$ cat config.mk
export PLATFORM = sky130hd
export DESIGN_NAME = svm_stage_sequencer_flat
export DESIGN_NICKNAME = d
export VERILOG_FILES = /design/src/rtl/svm_pkg.sv /design/src/rtl/svm_stage_sequencer_if.sv /design/src/rtl/svm_seq_counter.sv /design/src/rtl/svm_stage_sequencer.sv /design/src/flat_wrapper.sv
export SDC_FILE = /design/constraint.sdc
export NUM_CORES = 1
export LEC_CHECK = 0
export ABC_AREA = 1
export BUFFER_PORTS_ARGS = -buffer_cell sky130_fd_sc_hd__buf_2
export CORE_ASPECT_RATIO = 1.25
export CORE_MARGIN = 2
export CORE_UTILIZATION = 52
export CTS_BUF_LIST = sky130_fd_sc_hd__clkbuf_8
export DETAILED_ROUTE_END_ITERATION = 7
export PLACE_DENSITY = 0.74
export SLEW_MARGIN = 25
export SYNTH_ARGS = -nofsm -noshare
export SYNTH_HDL_FRONTEND = slang
export SYNTH_SLANG_ARGS = --single-unit
$ cat constraint.sdc
create_clock -name clock -period 2.9 [get_ports clock]
set_clock_uncertainty 0.2 [all_clocks]
set_input_delay 0.29 -clock clock [delete_from_list [all_inputs] [get_ports clock]]
set_output_delay 0.29 -clock clock [all_outputs]
set_load 0.01 [all_outputs]
$ cat src/rtl/svm_pkg.sv
// rtl/svm_pkg.sv - shared types and constants for the SVM stage sequencer
package svm_pkg;

  typedef enum logic [2:0] {
    IDLE, CLEAR, ACCUM, FLUSH, LOAD, DRAIN, WAIT_K, DONE
  } seqState_t;

  // Ceiling log2, never below 1 so every derived width is legal.
  function automatic int log2(input int n);
    int r;
    r = 1;
    for (int i = 1; i < 31; i++) begin
      if ((1 << i) < n) r = i + 1;
    end
    return r;
  endfunction

  // Cycles spent from CLEAR through DONE for a window with no stalls.
  function automatic int windowCycles(input int dim, input int maxColumn, input int kernelLat);
    return 1 + dim + maxColumn + 1 + maxColumn + kernelLat + 1;
  endfunction

endpackage

$ cat src/rtl/svm_stage_sequencer_if.sv
// rtl/svm_stage_sequencer_if.sv - sequencer-to-stage signal bundle
// cycle_count is present only when SVM_SEQ_PERF_EN is defined.
interface svm_stage_sequencer_if #(
  parameter int MAX_COLUMN = 10,
  parameter int DIM        = 1024
);
  import svm_pkg::*;

  localparam int IDX_W  = log2(MAX_COLUMN);
  localparam int ADDR_W = log2(DIM);

  logic              start;
  logic              busy;
  logic              pixel_valid;
  logic              pixel_ready;
  logic [ADDR_W-1:0] sv_addr;
  logic              resetVU;
  logic              enableVU;
  logic              mu;
  logic              lastData;
  logic              resetSU;
  logic              enableSU;
  logic [IDX_W-1:0]  alpha_index;
  logic              class_in;
  logic              result_valid;
  logic              result_class;
`ifdef SVM_SEQ_PERF_EN
  logic [31:0]       cycle_count;
`endif

  modport master (
    input  start, pixel_valid, class_in,
`ifdef SVM_SEQ_PERF_EN
    output cycle_count,
`endif
    output busy, pixel_ready, sv_addr, resetVU, enableVU, mu, lastData,
           resetSU, enableSU, alpha_index, result_valid, result_class
  );

  modport slave (
    output start, pixel_valid, class_in,
`ifdef SVM_SEQ_PERF_EN
    input  cycle_count,
`endif
    input  busy, pixel_ready, sv_addr, resetVU, enableVU, mu, lastData,
           resetSU, enableSU, alpha_index, result_valid, result_class
  );

endinterface

$ cat src/rtl/svm_seq_counter.sv
// rtl/svm_seq_counter.sv - loadable up-counter with terminal-count flag
module svm_seq_counter #(
  parameter int W = 4
) (
  input  logic         clock,
  input  logic         reset,
  input  logic         load,
  input  logic [W-1:0] loadVal,
  input  logic         inc,
  input  logic [W-1:0] tcVal,
  output logic [W-1:0] count,
  output logic         tc
);

  always_ff @(posedge clock or negedge reset) begin
    if (!reset)    count <= '0;
    else if (load) count <= loadVal;
    else if (inc)  count <= count + 1'b1;
  end

  assign tc = (count == tcVal);

endmodule

$ cat src/rtl/svm_stage_sequencer.sv
// rtl/svm_stage_sequencer.sv - window sequencer for the VU chain and kernel unit
// Optional SVM_SEQ_PERF_EN adds a saturating per-window cycle counter on cycle_count.
module svm_stage_sequencer
  import svm_pkg::*;
#(
  parameter int MAX_COLUMN = 10,
  parameter int DIM        = 1024,
  parameter int KERNEL_LAT = 2
) (
  input logic                  clock,
  input logic                  reset,
  svm_stage_sequencer_if.master seq
);

  localparam int IDX_W  = log2(MAX_COLUMN);
  localparam int ADDR_W = log2(DIM);
  localparam int PIX_W  = log2(DIM + 1);
  localparam int PH_MAX = (MAX_COLUMN > KERNEL_LAT) ? MAX_COLUMN : KERNEL_LAT;
  localparam int PH_W   = log2(PH_MAX + 1);

  localparam logic [PIX_W-1:0] LAST_PIX  = PIX_W'(DIM - 1);
  localparam logic [PH_W-1:0]  COL_LAST  = PH_W'(MAX_COLUMN - 1);
  localparam logic [PH_W-1:0]  KLAT_LAST = PH_W'(KERNEL_LAT - 1);

  seqState_t         state, nextState;
  logic [PIX_W-1:0]  pixCnt;
  logic              pixLast;
  logic [PH_W-1:0]   phaseCnt, phaseLastVal;
  logic              phaseDone, phaseLoad, phaseInc;
  logic              accept;

  logic              busyD, clearD, enVuD, lastD, muD, enSuD, rvD, classD;
  logic [ADDR_W-1:0] svAddrD;
  logic [IDX_W-1:0]  alphaD;
  logic              busyQ, clearQ, enVuQ, lastQ, muQ, enSuQ, rvQ, classQ;
  logic [ADDR_W-1:0] svAddrQ;
  logic [IDX_W-1:0]  alphaQ;

  assign accept       = (state == ACCUM) && seq.pixel_valid;
  assign phaseLastVal = (state == WAIT_K) ? KLAT_LAST : COL_LAST;
  assign phaseLoad    = (state != nextState);
  assign phaseInc     = state inside {FLUSH, DRAIN, WAIT_K};

  svm_seq_counter #(.W(PIX_W)) u_pixCnt (
    .clock(clock), .reset(reset),
    .load(state == CLEAR), .loadVal('0), .inc(accept),
    .tcVal(LAST_PIX), .count(pixCnt), .tc(pixLast)
  );

  // Restarted on every state change, so each timed phase counts from zero.
  svm_seq_counter #(.W(PH_W)) u_phaseCnt (
    .clock(clock), .reset(reset),
    .load(phaseLoad), .loadVal('0), .inc(phaseInc),
    .tcVal(phaseLastVal), .count(phaseCnt), .tc(phaseDone)
  );

  always_ff @(posedge clock or negedge reset) begin
    if (!reset) state <= IDLE;
    else        state <= nextState;
  end

  always_comb begin
    nextState = state;
    case (state)
      IDLE:    if (seq.start) nextState = CLEAR;
      CLEAR:   nextState = ACCUM;
      ACCUM:   if (accept && pixLast) nextState = FLUSH;
      FLUSH:   if (phaseDone) nextState = LOAD;
      LOAD:    nextState = DRAIN;
      DRAIN:   if (phaseDone) nextState = WAIT_K;
      WAIT_K:  if (phaseDone) nextState = DONE;
      DONE:    nextState = IDLE;
      default: nextState = IDLE;
    endcase
  end

  // Outputs are decoded from the upcoming state and registered, so they line up with it.
  always_comb begin
    busyD   = (nextState != IDLE);
    clearD  = (nextState == CLEAR);
    enVuD   = accept;
    lastD   = accept && pixLast;
    svAddrD = accept ? ADDR_W'(pixCnt) : svAddrQ;
    muD     = (nextState == LOAD);
    enSuD   = (nextState == DRAIN);
    alphaD  = '0;
    if (nextState == DRAIN) begin
      alphaD = (state == DRAIN) ? IDX_W'(MAX_COLUMN - 2) - IDX_W'(phaseCnt)
                                : IDX_W'(MAX_COLUMN - 1);
    end
    rvD     = (state == DONE);
    classD  = (state == DONE) ? seq.class_in : classQ;
  end

  always_ff @(posedge clock or negedge reset) begin
    if (!reset) begin
      busyQ   <= 1'b0;
      clearQ  <= 1'b0;
      enVuQ   <= 1'b0;
      lastQ   <= 1'b0;
      svAddrQ <= '0;
      muQ     <= 1'b0;
      enSuQ   <= 1'b0;
      alphaQ  <= '0;
      rvQ     <= 1'b0;
      classQ  <= 1'b0;
    end else begin
      busyQ   <= busyD;
      clearQ  <= clearD;
      enVuQ   <= enVuD;
      lastQ   <= lastD;
      svAddrQ <= svAddrD;
      muQ     <= muD;
      enSuQ   <= enSuD;
      alphaQ  <= alphaD;
      rvQ     <= rvD;
      classQ  <= classD;
    end
  end

  assign seq.busy         = busyQ;
  assign seq.pixel_ready  = (state == ACCUM);
  assign seq.sv_addr      = svAddrQ;
  assign seq.resetVU      = clearQ;
  assign seq.resetSU      = clearQ;
  assign seq.enableVU     = enVuQ;
  assign seq.lastData     = lastQ;
  assign seq.mu           = muQ;
  assign seq.enableSU     = enSuQ;
  assign seq.alpha_index  = alphaQ;
  assign seq.result_valid = rvQ;
  assign seq.result_class = classQ;

`ifdef SVM_SEQ_PERF_EN
  logic [31:0] runCnt, runInc, cycleCountQ;

  assign runInc = (&runCnt) ? runCnt : runCnt + 32'd1;

  always_ff @(posedge clock or negedge reset) begin
    if (!reset) begin
      runCnt      <= '0;
      cycleCountQ <= '0;
    end else begin
      if (state == CLEAR)     runCnt <= 32'd1;
      else if (state != IDLE) runCnt <= runInc;
      if (state == DONE)      cycleCountQ <= runInc;
    end
  end

  assign seq.cycle_count = cycleCountQ;
`endif

endmodule

$ cat src/flat_wrapper.sv
// flat-port wrapper written by rule: the top's interface ports become plain ports
module svm_stage_sequencer_flat import svm_pkg::*;
#(
  parameter int MAX_COLUMN = 10,
  parameter int DIM        = 1024,
  parameter int KERNEL_LAT = 2
)
  (clock, reset, seq_start, seq_pixel_valid, seq_class_in, seq_busy, seq_pixel_ready, seq_sv_addr, seq_resetVU, seq_enableVU, seq_mu, seq_lastData, seq_resetSU, seq_enableSU, seq_alpha_index, seq_result_valid, seq_result_class);
  svm_stage_sequencer_if #(.MAX_COLUMN(MAX_COLUMN), .DIM(DIM)) seq_i ();
  input logic clock;
  input logic reset;
  input wire logic [$bits(seq_i.start)-1:0] seq_start;
  input wire logic [$bits(seq_i.pixel_valid)-1:0] seq_pixel_valid;
  input wire logic [$bits(seq_i.class_in)-1:0] seq_class_in;
  output wire logic [$bits(seq_i.busy)-1:0] seq_busy;
  output wire logic [$bits(seq_i.pixel_ready)-1:0] seq_pixel_ready;
  output wire logic [$bits(seq_i.sv_addr)-1:0] seq_sv_addr;
  output wire logic [$bits(seq_i.resetVU)-1:0] seq_resetVU;
  output wire logic [$bits(seq_i.enableVU)-1:0] seq_enableVU;
  output wire logic [$bits(seq_i.mu)-1:0] seq_mu;
  output wire logic [$bits(seq_i.lastData)-1:0] seq_lastData;
  output wire logic [$bits(seq_i.resetSU)-1:0] seq_resetSU;
  output wire logic [$bits(seq_i.enableSU)-1:0] seq_enableSU;
  output wire logic [$bits(seq_i.alpha_index)-1:0] seq_alpha_index;
  output wire logic [$bits(seq_i.result_valid)-1:0] seq_result_valid;
  output wire logic [$bits(seq_i.result_class)-1:0] seq_result_class;
  assign seq_i.start = seq_start;
  assign seq_i.pixel_valid = seq_pixel_valid;
  assign seq_i.class_in = seq_class_in;
  assign seq_busy = seq_i.busy;
  assign seq_pixel_ready = seq_i.pixel_ready;
  assign seq_sv_addr = seq_i.sv_addr;
  assign seq_resetVU = seq_i.resetVU;
  assign seq_enableVU = seq_i.enableVU;
  assign seq_mu = seq_i.mu;
  assign seq_lastData = seq_i.lastData;
  assign seq_resetSU = seq_i.resetSU;
  assign seq_enableSU = seq_i.enableSU;
  assign seq_alpha_index = seq_i.alpha_index;
  assign seq_result_valid = seq_i.result_valid;
  assign seq_result_class = seq_i.result_class;
  svm_stage_sequencer #(.MAX_COLUMN(MAX_COLUMN), .DIM(DIM), .KERNEL_LAT(KERNEL_LAT)) u_core (.clock(clock), .reset(reset), .seq(seq_i));
endmodule
==> metrics.txt <==
TritonCTS Buffers=5; setup tns final=0 ns; worst path required time=between 2 and 3 ns; DP HPWL=2510 µm; Layout Cells excl Fill=279; cell taking the most area after synthesis=dfrtp_1; setup violators final=0; Worst VDD drop=526 µV; Final period util=65.3%; Hold Vio Cnt, Final=0; R2R cell count=9; Synth Area per Inst=approximately 9.3 µm²; worst min path class=in2reg; GPL Wtd Cong=around 0.87; critical path's largest stage delay=0.48 ns; Synth top area share=52.0%; Post-route DRC=0; Site Rows=24; register area share after synthesis=52.0%; H-tree Lvls=2; Starting Density=54.7%; delay-heaviest family, CP=simple AND/OR/NAND/NOR gates; WL final=3270 µm; Stages on worst setup path=9; CTS tree=yes; number of global-route vias before repair=1360; Placed Cells=about 270; hold path depth=2; Layout Nets=around 250; Post-Syn Area=approximately 1900 µm²; RSZ-0062 raised after global routing=no; cell mode on critical path=nand2_1; Period minus WS final=around 1.9 ns; Chip Width=58.4 µm; Diodes inserted=0; worst-path cell chain=inv_2 -> nand3_4 -> inv_2 -> nand2_1 -> nor2_1 -> nand2_1 -> clkinv_1 -> nand2_1 -> a211oi_2; Setup crit end kind=register; slowest CP cell=dfrtp_1; ranking of synthesized cells by area=dfrtp_1 52%, nand2_1 7.8%, inv_1 5.1%; Max clock buf depth=2; Max Cap Violations=0; crit-path max FO=14; post-route ant nets=0; Root Buffer=clkbuf_8; chip height=between 70 and 80 µm; Util after Layout=62.0%; Tot Pwr=1.76 mW; cells after synthesis=about 210; Iteration-0 DRC Markers=60; worst endpoint data arrival time=1.90 ns; Least-Margin Pin Slew=0.846 ns; Area growth, synth to finish=13.3%; largest net degree at the start of global routing=41; FF+latch count, synth=40; first-pass GRT wire length=about 5700 µm; I/O pin cnt=29; Tot GR Track Use=17.7%; syn_nets=216; TritonRoute pass-1 iters=4; fraction of layout cells with a size suffix above 1=26.3%; Slew Viols, Final=0; Crit path buffers/inverters=3; Clock Latency Late Sink=0.29 ns; vias after detailed routing=roughly 1.4k; CP Class=reg2reg; CP Launch Type=register; Avg WL per Cell=~12 µm; DIE AREA=4200 µm²; core area=roughly 3500 µm²; Leakage Power=around 1.2 nW; residual overflow from global routing=0; Fmax=528 MHz; Slew HR=a little over two fifths; clock sink count=40; P per Cell Area=roughly 800 nW/µm²; Yosys cell types=34; IO buf count=28; outcome=finished clean; synth warn=0; Clock Pin Slew Worst Setup and Hold Paths=0.07 ns; initial antenna violation count=0; via/cell ratio=5.03
## final timing paths
kind / to / from / slack, ns
max: u_core.u_pixCnt.count[8] / u_core.state[2] / 1.01
min: u_core.seq.result_class / seq_class_in / 0.03
max reg2reg: u_core.u_pixCnt.count[8] / u_core.state[2] / 1.01
min reg2reg: u_core.seq.sv_addr[3] / u_core.seq.sv_addr[3] / 0.26
max in group asynchronous: u_core.u_pixCnt.count[9] / reset / 1.53
min in group asynchronous: u_core.seq.mu / reset / 0.45
## final cells by class
type,instances,area [µm²]
repair buffers,30,158
multi-input cells,131,774
flip-flops and latches,40,1000
inverters,32,120
clock buffers,5,68.8
well taps,39,48.8
fillers,310,1330
clock inverters,2,8.76
## power by group
part	total, mW	switching (mW)	leakage, nW	internal (mW)
logic	0.620	0.394	0.602	0.226
registers	0.808	0.113	0.514	0.696
clock network	0.335	0.175	0.0452	0.160
total	1.76	0.682	1.16	1.08
## cells in the mapped netlist
cell       n
a211oi_2   1
a21boi_1   1
a21oi_1   10
a22oi_2    1
a31oi_1    1
buf_2      1
buf_4      1
buf_6      1
clkbuf_1   1
clkinv_1   2
dfrtp_1   40
ha_1       4
inv_1     26
inv_2      4
mux2_2     1
nand2_1   40
nand2_2    5
nand3_1    6
nand3_2    3
nand3_4    1
nand3b_1   1
nand4_1    4
nand4_4    2
nor2_1    19
nor2_2     4
nor2_8     1
nor3_1     5
nor3_2     2
nor3_4     1
nor3b_1    1
o21ai_0   11
o21ai_2    1
or2_2      1
xor2_1     4
## routing by layer
layer / global-route usage [%] / vias to the layer above / part of all wire, %
met5: 0 / - / 0
met4: 6.98 / 0 / 1.8
met3: 3.21 / 7 / 3.4
met2: 32.3 / 29 / 53
met1: 20.0 / 645 / 41
li1: - / 721 / -
## metrics by stage
stage / cell area [µm²] / setup WS, ns / hold WS (ns)
final: 2180 / 1.01 / 0.0327
after global routing: 2180 / 0.834 / 0.0301
after CTS: 2180 / 1.00 / 0.0330
after detailed placement: 2090 / 1.03 / 0.248
after global placement: 2090 / 1.09 / 0.243
after floorplan: 1920 / 1.28 / -0.206
## flip-flops by register name, summed over array words and instances (netlist names)
| name | flops |
|---|---|
| u_core.u_pixCnt.count | 11 |
| u_core.seq.sv_addr | 10 |
| u_core.seq.alpha_index | 4 |
| u_core.u_phaseCnt.count | 4 |
| u_core.state | 3 |
| u_core.seq.busy | 1 |
| u_core.seq.enableSU | 1 |
| u_core.seq.enableVU | 1 |
| u_core.seq.lastData | 1 |
| u_core.seq.mu | 1 |
| u_core.seq.resetSU | 1 |
| u_core.seq.result_class | 1 |
| u_core.seq.result_valid | 1 |
## repair_timing
action                                 4_1_cts  5_1_grt
hold buffers                                 1        0
resized for setup                            0        0
endpoints found under the hold margin       40        0
setup buffers                                0        0
## cell families after synthesis
family,share of synthesized area (%)
adder cells (fa/ha/maj),2.60
AO/OA/AOI/OAI,7.94
flip-flops,52.0
multiplexers,0.586
XOR/XNOR,1.82
buffers and inverters,7.68
AND/OR/NAND/NOR,27.3
## cell usage in the layout (no fill, tap or decap), types with 2 or more instances in the layout
cell type and instances:
nand4_4 2, nor3_1 5, inv_2 4, nand3_1 6, o21ai_0 11, nand3_2 3
nor2_1 19, xor2_1 4, nand2_2 5, nand4_1 4, dfrtp_1 40, inv_1 27
nand2_1 40, a21oi_1 10, clkbuf_8 5, buf_2 28, ha_1 4, nor3_2 2
clkinv_1 2, nor2_2 4
(Power assumes the default switching activity.)
